**config.mk**
```make
export PLATFORM = sky130hd
export DESIGN_NAME = shot_sequencer_flat
export DESIGN_NICKNAME = d
export VERILOG_FILES = /design/src/rtl/shot_seq_pkg.sv /design/src/rtl/shot_sequencer_if.sv /design/src/rtl/shot_timer.sv /design/src/rtl/shot_sequencer.sv /design/src/flat_wrapper.sv
export SDC_FILE = /design/constraint.sdc
export NUM_CORES = 1
export LEC_CHECK = 0
export CORE_MARGIN = 2
export CORE_UTILIZATION = 53
export DETAILED_ROUTE_END_ITERATION = 10
export GPL_TIMING_DRIVEN = 1
export PLACE_DENSITY = 0.91
export SLEW_MARGIN = 20
export SYNTH_ARGS = -nofsm -noshare
export SYNTH_HDL_FRONTEND = slang
export SYNTH_HIERARCHICAL = 1
export SYNTH_SLANG_ARGS = --single-unit
```
**constraint.sdc**
```tcl
create_clock -name clk -period 2.9 [get_ports clk]
set_input_delay 0.58 -clock clk [delete_from_list [all_inputs] [get_ports clk]]
set_output_delay 0.58 -clock clk [all_outputs]
set_load 0.01 [all_outputs]
```
**src/rtl/shot_seq_pkg.sv**
```systemverilog
//------------------------------------------------------------------------------
// Module : shot_seq_pkg
// Brief  : Shared state encoding, trigger code and result record for the shot sequencer.
// Rev    : 1.0
//------------------------------------------------------------------------------
`default_nettype none

package shot_seq_pkg;

   typedef enum logic [2:0] {
      ST_IDLE   = 3'd0,
      ST_REQ    = 3'd1,
      ST_SETTLE = 3'd2,
      ST_SAMPLE = 3'd3,
      ST_REPORT = 3'd4
   } state_e;

   localparam logic [1:0] TRIG_SHOT = 2'b11;

   typedef struct packed {
      logic hit;
      logic valid;
   } result_t;

endpackage

`default_nettype wire

```
**src/rtl/shot_sequencer_if.sv**
```systemverilog
//------------------------------------------------------------------------------
// Module : shot_sequencer_if
// Brief  : Trigger, display and game-logic signals of the shot sequencer.
// Rev    : 1.0
//------------------------------------------------------------------------------
`default_nettype none

interface shot_sequencer_if #(
   parameter int AMMO_MAX = 3
) ();
   localparam int AW = $clog2(AMMO_MAX + 1);

   logic [1:0]    shot_state;
   logic          round_start;
   logic          flash_ack;
   logic          light_sense;
   logic          flash_req;
   logic          result_valid;
   logic          result_hit;
   logic [AW-1:0] ammo;
   logic          busy;
   logic          dry_fire;

   modport master (
      output shot_state, round_start, flash_ack, light_sense,
      input  flash_req, result_valid, result_hit, ammo, busy, dry_fire
   );

   modport slave (
      input  shot_state, round_start, flash_ack, light_sense,
      output flash_req, result_valid, result_hit, ammo, busy, dry_fire
   );
endinterface

`default_nettype wire

```
**src/rtl/shot_timer.sv**
```systemverilog
//------------------------------------------------------------------------------
// Module : shot_timer
// Brief  : Loadable down-counter with zero flag, shared by settle and sample phases.
// Rev    : 1.0
//------------------------------------------------------------------------------
`default_nettype none

module shot_timer #(
   parameter int WIDTH = 4
) (
   input  wire logic             clk,
   input  wire logic             reset_n,
   input  wire logic             load_i,
   input  wire logic [WIDTH-1:0] load_val_i,
   input  wire logic             en_i,
   output logic                  zero_o
);
   logic [WIDTH-1:0] count_q;

   always_ff @(posedge clk or negedge reset_n) begin
      if (!reset_n) begin
         count_q <= '0;
      end else if (load_i) begin
         count_q <= load_val_i;
      end else if (en_i && (count_q != '0)) begin
         count_q <= count_q - WIDTH'(1);
      end
   end

   assign zero_o = (count_q == '0);
endmodule

`default_nettype wire

```
**src/rtl/shot_sequencer.sv**
```systemverilog
//------------------------------------------------------------------------------
// Module : shot_sequencer
// Brief  : Light-gun shot sequencing: ammo, flash request, settle, sample, report.
//          Optional one-deep shot buffer enabled by defining SHOT_BUFFER_EN.
// Rev    : 1.0
//------------------------------------------------------------------------------
`default_nettype none

module shot_sequencer
   import shot_seq_pkg::*;
#(
   parameter int AMMO_MAX      = 3,
   parameter int SETTLE_CYCLES = 16,
   parameter int SAMPLE_CYCLES = 8
) (
   input  wire logic       clk,
   input  wire logic       reset_n,
   shot_sequencer_if.slave bus
);
   localparam int AW    = $clog2(AMMO_MAX + 1);
   localparam int T_MAX = (SETTLE_CYCLES > SAMPLE_CYCLES) ? SETTLE_CYCLES : SAMPLE_CYCLES;
   localparam int TW    = (T_MAX > 1) ? $clog2(T_MAX) : 1;
   localparam logic [TW-1:0] SETTLE_LOAD = TW'(SETTLE_CYCLES - 1);
   localparam logic [TW-1:0] SAMPLE_LOAD = TW'(SAMPLE_CYCLES - 1);

   state_e        state_q, state_d;
   logic [AW-1:0] ammo_q, ammo_d;
   logic          pending_q, pending_d;
   logic          acc_q, acc_d;
   logic          dry_q, dry_d;
   result_t       result_q, result_d;

   logic          tmr_load, tmr_en, tmr_zero;
   logic [TW-1:0] tmr_val;

   logic          shot_live, have_ammo, accept_idle, buffer_shot, acc_final;

   // round_start in the same cycle as a shot swallows the shot entirely
   assign shot_live   = (bus.shot_state == TRIG_SHOT) && !bus.round_start;
   assign have_ammo   = (ammo_q != '0);
   assign accept_idle = shot_live && have_ammo && (state_q == ST_IDLE);
   assign acc_final   = acc_q | bus.light_sense;

`ifdef SHOT_BUFFER_EN
   assign buffer_shot = shot_live && have_ammo && (state_q != ST_IDLE) && !pending_q;
`else
   assign buffer_shot = 1'b0;
`endif

   shot_timer #(.WIDTH(TW)) u_timer (
      .clk       (clk),
      .reset_n   (reset_n),
      .load_i    (tmr_load),
      .load_val_i(tmr_val),
      .en_i      (tmr_en),
      .zero_o    (tmr_zero)
   );

   always_comb begin
      state_d      = state_q;
      ammo_d       = ammo_q;
      pending_d    = pending_q;
      acc_d        = acc_q;
      dry_d        = shot_live && !have_ammo;
      result_d     = '{hit: result_q.hit, valid: 1'b0};
      tmr_load     = 1'b0;
      tmr_val      = SAMPLE_LOAD;
      tmr_en       = 1'b0;

      if (bus.round_start) begin
         ammo_d = AW'(AMMO_MAX);
      end else if (accept_idle || buffer_shot) begin
         ammo_d = ammo_q - AW'(1);
      end
      if (buffer_shot) begin
         pending_d = 1'b1;
      end

      case (state_q)
         ST_IDLE: begin
            if (accept_idle) state_d = ST_REQ;
         end
         ST_REQ: begin
            if (bus.flash_ack) begin
               state_d  = ST_SETTLE;
               tmr_load = 1'b1;
               tmr_val  = SETTLE_LOAD;
            end
         end
         ST_SETTLE: begin
            if (tmr_zero) begin
               state_d  = ST_SAMPLE;
               tmr_load = 1'b1;
               tmr_val  = SAMPLE_LOAD;
               acc_d    = 1'b0;
            end else begin
               tmr_en = 1'b1;
            end
         end
         ST_SAMPLE: begin
            acc_d = acc_final;
            if (tmr_zero) begin
               state_d  = ST_REPORT;
               result_d = '{hit: acc_final, valid: 1'b1};
            end else begin
               tmr_en = 1'b1;
            end
         end
         ST_REPORT: begin
            // a shot buffered during this very cycle is chained immediately
            state_d   = (pending_q || buffer_shot) ? ST_REQ : ST_IDLE;
            pending_d = 1'b0;
         end
         default: state_d = ST_IDLE;
      endcase
   end

   always_ff @(posedge clk or negedge reset_n) begin
      if (!reset_n) begin
         state_q   <= ST_IDLE;
         ammo_q    <= AW'(AMMO_MAX);
         pending_q <= 1'b0;
         acc_q     <= 1'b0;
         dry_q     <= 1'b0;
         result_q  <= '0;
      end else begin
         state_q   <= state_d;
         ammo_q    <= ammo_d;
         pending_q <= pending_d;
         acc_q     <= acc_d;
         dry_q     <= dry_d;
         result_q  <= result_d;
      end
   end

   assign bus.flash_req    = (state_q == ST_REQ);
   assign bus.result_valid = result_q.valid;
   assign bus.result_hit   = result_q.hit;
   assign bus.ammo         = ammo_q;
   assign bus.busy         = (state_q != ST_IDLE);
   assign bus.dry_fire     = dry_q;
endmodule

`default_nettype wire

```
**src/flat_wrapper.sv**
```systemverilog
// flat-port wrapper written by rule: the top's interface ports become plain ports
module shot_sequencer_flat import shot_seq_pkg::*;
#(
   parameter int AMMO_MAX      = 3,
   parameter int SETTLE_CYCLES = 16,
   parameter int SAMPLE_CYCLES = 8
)
  (clk, reset_n, bus_shot_state, bus_round_start, bus_flash_ack, bus_light_sense, bus_flash_req, bus_result_valid, bus_result_hit, bus_ammo, bus_busy, bus_dry_fire);
  shot_sequencer_if #(.AMMO_MAX(AMMO_MAX)) bus_i ();
  input  wire logic clk;
  input  wire logic reset_n;
  input wire logic [$bits(bus_i.shot_state)-1:0] bus_shot_state;
  input wire logic [$bits(bus_i.round_start)-1:0] bus_round_start;
  input wire logic [$bits(bus_i.flash_ack)-1:0] bus_flash_ack;
  input wire logic [$bits(bus_i.light_sense)-1:0] bus_light_sense;
  output wire logic [$bits(bus_i.flash_req)-1:0] bus_flash_req;
  output wire logic [$bits(bus_i.result_valid)-1:0] bus_result_valid;
  output wire logic [$bits(bus_i.result_hit)-1:0] bus_result_hit;
  output wire logic [$bits(bus_i.ammo)-1:0] bus_ammo;
  output wire logic [$bits(bus_i.busy)-1:0] bus_busy;
  output wire logic [$bits(bus_i.dry_fire)-1:0] bus_dry_fire;
  assign bus_i.shot_state = bus_shot_state;
  assign bus_i.round_start = bus_round_start;
  assign bus_i.flash_ack = bus_flash_ack;
  assign bus_i.light_sense = bus_light_sense;
  assign bus_flash_req = bus_i.flash_req;
  assign bus_result_valid = bus_i.result_valid;
  assign bus_result_hit = bus_i.result_hit;
  assign bus_ammo = bus_i.ammo;
  assign bus_busy = bus_i.busy;
  assign bus_dry_fire = bus_i.dry_fire;
  shot_sequencer #(.AMMO_MAX(AMMO_MAX), .SETTLE_CYCLES(SETTLE_CYCLES), .SAMPLE_CYCLES(SAMPLE_CYCLES)) u_core (.clk(clk), .reset_n(reset_n), .bus(bus_i));
endmodule
```
==> implementation parameters, run 1 <==
Parameter                              Value

Critical path
  Data arrival time of the critical path    2710 ps
  Critical Setup Path Class    flop to flop
  Highest net fanout along the worst path    10
  Cell type of the slowest stage on the worst timing path    sky130_fd_sc_hd__nor2_1
  Startpoint type of the worst setup path    flop
  Type of element capturing the critical path    flop
  Launch instance of the worst register-to-register path    u_core/u_timer/count_q[1]$_DFFE_PN0P_
  Length in cells of the worst reg-to-reg path    8
  Delay of the slowest critical-path stage    470 ps
  Buf+Inv Stages, Crit Path    1
  Endpoint required time on the critical path    3050 ps
  Worst R2R End    u_core/u_timer/count_q[3]$_DFFE_PN0P_
  Crit-path leading delay family    simple AND/OR/NAND/NOR gates
  Slack of the worst reg-to-reg path    340 ps
  Number of cells on the critical path    8
  Worst-path cell chain    inv_1 -> ha_1 -> nor3b_2 -> nand2_1 -> o21a_1 -> nor2_1 -> nor3_1 -> a221o_1

Detailed routing
  Final routed wire length divided by cell count    13.5 um
  Wire length reported by the detailed router    1.45 mm
  Pre-Repair DR Iteration Count    4
  Vias    596
  Via/cell ratio    5.57
  Drc violations    0
  Remaining antenna violation count    0
  Count of routing violations after the opening detailed-route iteration    18

Logic synthesis
  Top area cells in the synthesized netlist    sky130_fd_sc_hd__dfrtp_1, sky130_fd_sc_hd__dfstp_2, sky130_fd_sc_hd__inv_1
  Post-synthesis sequential area ratio    43.7%
  Cell count after synthesis    77
  Top cell type by total area after synthesis    sky130_fd_sc_hd__dfrtp_1
  Yosys warning count    6
  Share of synthesized flip-flops with an asynchronous set or reset    100%
  Distinct cells, synth    32
  Most frequent cells after synthesis    sky130_fd_sc_hd__dfrtp_1, sky130_fd_sc_hd__inv_1, sky130_fd_sc_hd__nor2_1
  Flip-flop cell with the highest count after synthesis    sky130_fd_sc_hd__dfrtp_1
  Fraction of synthesized cell area taken by the top area cell type    36.7%
  FF+latch count, synth    13
  Synthesized cell area    751 um^2
  Most frequently used cell type in the post-synthesis netlist    sky130_fd_sc_hd__dfrtp_1
  Average size of a mapped cell    9.75 um^2
  Number of synthesized flops with an enable pin    0

Clock tree
  Clock sink count    13
  Clock tree from TritonCTS    done
  Clock H-tree levels    1
  Number of cells upsized or downsized after cts    0
  Hold-fix buffer count after cts    0
  Post-CTS setup repair buffer count    0
  Clock edge transition at the registers on the reported setup and hold paths    80 ps
  TritonCTS buffer count    3
  Latest clock arrival within the worst-skew pair    270 ps
  Longest Clk Path Bufs    2
  Buffer type at the clock tree root    sky130_fd_sc_hd__clkbuf_4

Floorplanning
  Std cell rows    13
  Count of boundary I/O pins    14
  Die width    41.6 um
  Core footprint    0.00132 mm^2
  Full die area    0.00173 mm^2
  Initial core utilization    57.0%
  Die Y    41.6 um

Placement
  Final estimated routing congestion in global placement    0.761
  Final HPWL from detailed placement    1.08 mm
  Number of buffers inserted by port buffering    13

Run status
  Outcome    finished clean

Global routing
  Maximum number of pins on one net before global-route repair    14
  Aggregate global-route resource usage    19.7%
  Global route total overflow    0
  Via count of the first global-routing pass    601
  Wire length of the first global-routing pass    2.55 mm
  Number of antenna violations at the first check in global routing    0

STA
  Final setup TNS    0 ps
  Achievable frequency    391 MHz
  Post-route clock skew    5.15 ps
  Transition time at the pin with the least slew margin    610 ps
  Hold Violations, Final    0
  Unrepaired setup endpoints after global routing    no
  Fin crit period    2560 ps
  Final number of max-transition violations    0
  Final count of negative-setup-slack endpoints    0
  Final critical-path share of the clock period    88.3%
  Tightest slew margin relative to the limit    59.2%

Finish
  # fillers    97
  Area used by sequential logic in the layout    328 um^2
  Number of antenna cells inserted    0
  Area Growth Syn to Fin    21.0%
  Fraction of layout cells with a size suffix above 1    12.0%
  Final design utilization    68.9%
  Total Nets Final    102
  Multi-input logic area    375 um^2

Worst hold path
  Cell count of the worst hold path    2
  Start point of the worst hold path    u_core/bus.result_hit$_DFFE_PN0P_
  End point of the most critical hold path    u_core/bus.result_hit$_DFFE_PN0P_
  Min-Delay Path Class    flop to flop

Power
  Worst supply voltage drop on vdd    0.000587 V
  Leakage    0.000419 uW
  P per Cell Area    947 mW/mm^2

Job
  Max_cap viols    0
==> routing by layer <==
layer  global-route usage [%]  wire, um  vias to the layer above
met5                        0         0                        -
met4                     12.3        17                        0
met3                     3.04        71                        4
met2                     34.1       740                       23
met1                     22.4       618                      274
li1                         -         -                      295
==> stage by stage <==
| step | hold slack, ps | total power, uW | std cells | worst slack [ps] | instance area (um^2) |
|---|---|---|---|---|---|
| finish | 530 | 860 | 107 | 340 | 908 |
| global route | 554 | 932 | 107 | 172 | 908 |
| CTS | 538 | 862 | 107 | 407 | 908 |
| detailed placement | 527 | 749 | 103 | 409 | 882 |
| global placement | 506 | 725 | 103 | 546 | 882 |
| floorplan | 284 | 640 | 79 | 883 | 758 |
==> logic make-up after synthesis <==
family                     synth area share [%]
and+or+nand+nor                            28.3
other                                     0.500
DFF                                        43.7
AOI/OAI and AO/OA                          14.2
buffers and inverters                      7.33
muxes                                      2.67
adders and majority gates                  3.33
==> final cells by class <==
class / count / share of cell area [%]
flip-flops and latches: 13 / 36.1
clock buffers: 4 / 2.89
well taps: 15 / 2.07
multi-input cells: 54 / 41.3
repair buffers: 13 / 14.3
inverters: 8 / 3.31
==> power breakdown <==
group | total [uW] | leakage, uW | switching (uW) | internal [uW]
clock network | 108 | 0.0000150 | 54.8 | 53.2
registers | 333 | 0.000160 | 85.9 | 247
logic | 419 | 0.000244 | 200 | 219
==> state kept, by name, summed over array words and instances, names as in the netlist <==
register,cells
u_core/bus.result_valid,1
u_core/bus.result_hit,1
u_core/bus.dry_fire,1
u_core/state_q,3
u_core/bus.ammo,2
u_core/acc_q,1
u_core/u_timer/count_q,4
==> how the worst max path moves through the flow <==
stage / startpoint / slack, ps / endpoint
2_1_floorplan: u_core/u_timer/count_q[0]$_DFFE_PN0P_ / 880 / u_core/u_timer/count_q[3]$_DFFE_PN0P_
3_3_place_gp: u_core/u_timer/count_q[0]$_DFFE_PN0P_ / 550 / u_core/u_timer/count_q[3]$_DFFE_PN0P_
3_5_place_dp: u_core/u_timer/count_q[0]$_DFFE_PN0P_ / 410 / u_core/u_timer/count_q[3]$_DFFE_PN0P_
4_1_cts: u_core/u_timer/count_q[0]$_DFFE_PN0P_ / 410 / u_core/u_timer/count_q[3]$_DFFE_PN0P_
5_1_grt: u_core/u_timer/count_q[0]$_DFFE_PN0P_ / 170 / u_core/u_timer/count_q[3]$_DFFE_PN0P_
6_report: u_core/u_timer/count_q[1]$_DFFE_PN0P_ / 340 / u_core/u_timer/count_q[3]$_DFFE_PN0P_
==> layout by cell type, fill, tap and decap left out, drive strengths merged <==
master,count
a21oi,4
a221o,2
a221oi,1
a31oi,1
and4b,2
and4bb,1
clkbuf,4
clkdlybuf4s50,13
conb,3
dfrtp,11
dfstp,2
ha,2
inv,8
mux2i,2
nand2,6
nand2b,3
nand3b,2
nor2,7
nor3,3
nor3b,3
nor4,1
nor4b,1
o211ai,1
o21a,2
o21ai,3
o31a,1
or2b,1
or3,1
or4,1
==> worst min-delay path: cells and delay by family, from the launching register on <==
family   cells  cell delay, ps
buf+inv      1              50
flops        1             380
mux          1              60
Note: power is estimated with default switching activity, not from simulation.
==> run 2, diff against run 1 <==
==> constraint.sdc (replaced) <==
create_clock -name clk -period 2.9 [get_ports clk]
set_input_delay 0.58 -clock clk [delete_from_list [all_inputs] [get_ports clk]]
set_output_delay 0.58 -clock clk [all_outputs]
set_load 0.02 [all_outputs]
==> results of run 2 <==
Same layout as run 1 (identical final DEF). Status: finished clean.
Main changes from that run: total power 860 uW -> 882 uW; worst IR drop on VDD 0.000587 V -> 0.000623 V
==> run 3, diff against run 2 <==
==> constraint.sdc (replaced) <==
create_clock -name clk -period 2.9 [get_ports clk]
set_input_delay 0.87 -clock clk [delete_from_list [all_inputs] [get_ports clk]]
set_output_delay 0.87 -clock clk [all_outputs]
set_load 0.02 [all_outputs]
==> run 3 against run 2 <==
Against the previous run:
- worst hold slack gained 2.2 ps
- critical path depth fell by 6
- critical endpoint is now bus_busy
- total power up 1.3%
- clock skew shrank 2.6 ps
- first-iteration DRC count rose by 61%
- non-clock buffer count is 1 higher
- design area increased by 0.83%
- largest cell class unchanged
- sequential share of layout area decreased by 0.30 points
- routed wire length is 4.4% higher
- combinational power grew 2%
- cell count is 0.93% higher
==> implementation parameters, run 3 (same netlist as run 1, synthesis figures left out) <==
Parameter                              Value

Finish
  Area used by sequential logic in the layout    328 um^2
  Final design utilization    69.5%
  Area Growth Syn to Fin    22.0%
  Total Nets Final    103
  Commonest non-fill, non-tap cell in the layout    sky130_fd_sc_hd__clkdlybuf4s50_1
  Largest register by flop count    u_core/u_timer/count_q
  Fraction of layout cells with a size suffix above 1    12.9%
  Highest-count cells in the layout ignoring fill and taps    sky130_fd_sc_hd__clkdlybuf4s50_1, sky130_fd_sc_hd__dfrtp_1, sky130_fd_sc_hd__inv_1
  Number of antenna cells inserted    0
  Multi-input logic area    375 um^2
  # fillers    108
  Largest register FFs    4
  Post-route standard cell area excluding fillers    916 um^2

Worst hold path
  Cell count of the worst hold path    2
  Min-Delay Path Class    flop to flop
  End point of the most critical hold path    u_core/bus.result_hit$_DFFE_PN0P_
  Start point of the worst hold path    u_core/bus.result_hit$_DFFE_PN0P_

STA
  Unrepaired setup endpoints after global routing    no
  Hold Violations, Final    0
  Final critical-path share of the clock period    89.2%
  Tightest slew margin relative to the limit    61.0%
  Final number of max-transition violations    0
  Final setup TNS    0 ps
  Achievable frequency    386 MHz
  Post-route worst hold slack    532 ps
  Post-route clock skew    2.53 ps
  Final count of negative-setup-slack endpoints    0
  Transition time at the pin with the least slew margin    584 ps
  Fin crit period    2590 ps

Critical path
  Number of cells on the critical path    2
  Launch instance of the worst register-to-register path    u_core/u_timer/count_q[0]$_DFFE_PN0P_
  Crit-path leading delay family    buffers and inverters
  Endpoint required time on the critical path    2030 ps
  Data arrival time of the critical path    1720 ps
  Cell type of the slowest stage on the worst timing path    sky130_fd_sc_hd__clkdlybuf4s50_1
  Critical Setup Path Class    flop to output port
  Worst-path cell chain    or3_4 -> clkdlybuf4s50_1
  Delay of the slowest critical-path stage    550 ps
  Length in cells of the worst reg-to-reg path    9
  Highest net fanout along the worst path    9
  Worst R2R End    u_core/u_timer/count_q[3]$_DFFE_PN0P_
  Buf+Inv Stages, Crit Path    1
  Type of element capturing the critical path    output port
  Startpoint type of the worst setup path    flop
  Slack of the worst reg-to-reg path    550 ps

Detailed routing
  Wire length reported by the detailed router    1.51 mm
  Drc violations    0
  Remaining antenna violation count    0
  Final routed wire length divided by cell count    14.0 um
  Via/cell ratio    5.71
  Count of routing violations after the opening detailed-route iteration    29
  Pre-Repair DR Iteration Count    4
  Vias    617

Clock tree
  Post-CTS setup repair buffer count    0
  Hold-fix buffer count after cts    0
  Clock edge transition at the registers on the reported setup and hold paths    80 ps
  Clock tree from TritonCTS    done
  Longest Clk Path Bufs    2
  Clock sink count    13
  Number of cells upsized or downsized after cts    0
  TritonCTS buffer count    3
  Clock H-tree levels    1
  Buffer type at the clock tree root    sky130_fd_sc_hd__clkbuf_4
  Latest clock arrival within the worst-skew pair    270 ps

Floorplanning
  Die Y    41.6 um
  Std cell rows    13
  Count of boundary I/O pins    14
  Full die area    0.00173 mm^2
  Initial core utilization    57.0%
  Core footprint    0.00132 mm^2
  Die width    41.6 um

Global routing
  Wire length of the first global-routing pass    2.68 mm
  Via count of the first global-routing pass    646
  Global route total overflow    0
  Aggregate global-route resource usage    19.8%
  Maximum number of pins on one net before global-route repair    14
  Number of antenna violations at the first check in global routing    0

Power
  Combinational cell fraction of total power    50.3%
  Sequential share of power    37.3%
  Net switching share of the total power    40.9%
  Worst supply voltage drop on vdd    0.000579 V
  Switching power of the nets    365 uW
  Total internal power    528 uW
  Part of the total power dissipated in the clock network    12.4%
  P per Cell Area    975 mW/mm^2
  Leakage    0.000424 uW
  Total design power    893 uW

Placement
  Final estimated routing congestion in global placement    0.819
  Final HPWL from detailed placement    1.09 mm
  Post-Place Cell Area    890 um^2
  Number of buffers inserted by port buffering    13

Job
  Max_cap viols    0

Run status
  Outcome    finished clean
-- run 3: worst max path at each step --
| stage | startpoint | endpoint | slack, ps |
|---|---|---|---|
| 6_report | u_core/state_q[2]$_DFFE_PN0P_ | bus_busy | 310 |
| 3_5_place_dp | bus_flash_ack | u_core/u_timer/count_q[1]$_DFFE_PN0P_ | 460 |
| 3_3_place_gp | bus_flash_ack | u_core/u_timer/count_q[1]$_DFFE_PN0P_ | 490 |
| 2_1_floorplan | u_core/u_timer/count_q[0]$_DFFE_PN0P_ | u_core/u_timer/count_q[3]$_DFFE_PN0P_ | 880 |
| 5_1_grt | u_core/state_q[2]$_DFFE_PN0P_ | bus_flash_req | 220 |
| 4_1_cts | u_core/state_q[1]$_DFFE_PN0P_ | bus_busy | 300 |
-- run 3: power groups by stage --
stage	Clock (uW)	Combinational [uW]	Sequential, uW
final	111	449	333
after global routing	121	495	345
after CTS	116	450	331
after detailed placement	0	445	333
after global placement	0	427	330
after floorplan	0	358	304
-- run 3: cell type report --
cell class,count,share of cell area (%)
Timing Repair Buffer,14,15.0
Clock buffer,4,2.87
Inverter,8,3.28
Sequential cell,13,35.8
Tap cell,15,2.05
Multi-Input combinational cell,54,41.0
-- run 3: tightest hold or removal path, stage by stage, from the launching register on --
cell and delay [ps]:
sky130_fd_sc_hd__dfrtp_1 380, sky130_fd_sc_hd__inv_1 60, sky130_fd_sc_hd__mux2i_1 60
-- run 3: metal layers --
metal | wire (um) | vias up | global-route usage, % | share of wire, %
met5 | 0 | - | 0 | 0
met2 | 751 | 25 | 34.1 | 50
met3 | 84 | 4 | 3.48 | 5.6
met4 | 15 | 0 | 7.74 | 0.99
met1 | 661 | 288 | 24.5 | 44
li1 | - | 300 | - | -
-- run 3: per-stage QoR --
step	worst slack, ps	std cells
3_3_place_gp	488	104
2_1_floorplan	883	79
5_1_grt	225	108
6_report	312	108
3_5_place_dp	457	104
4_1_cts	303	108
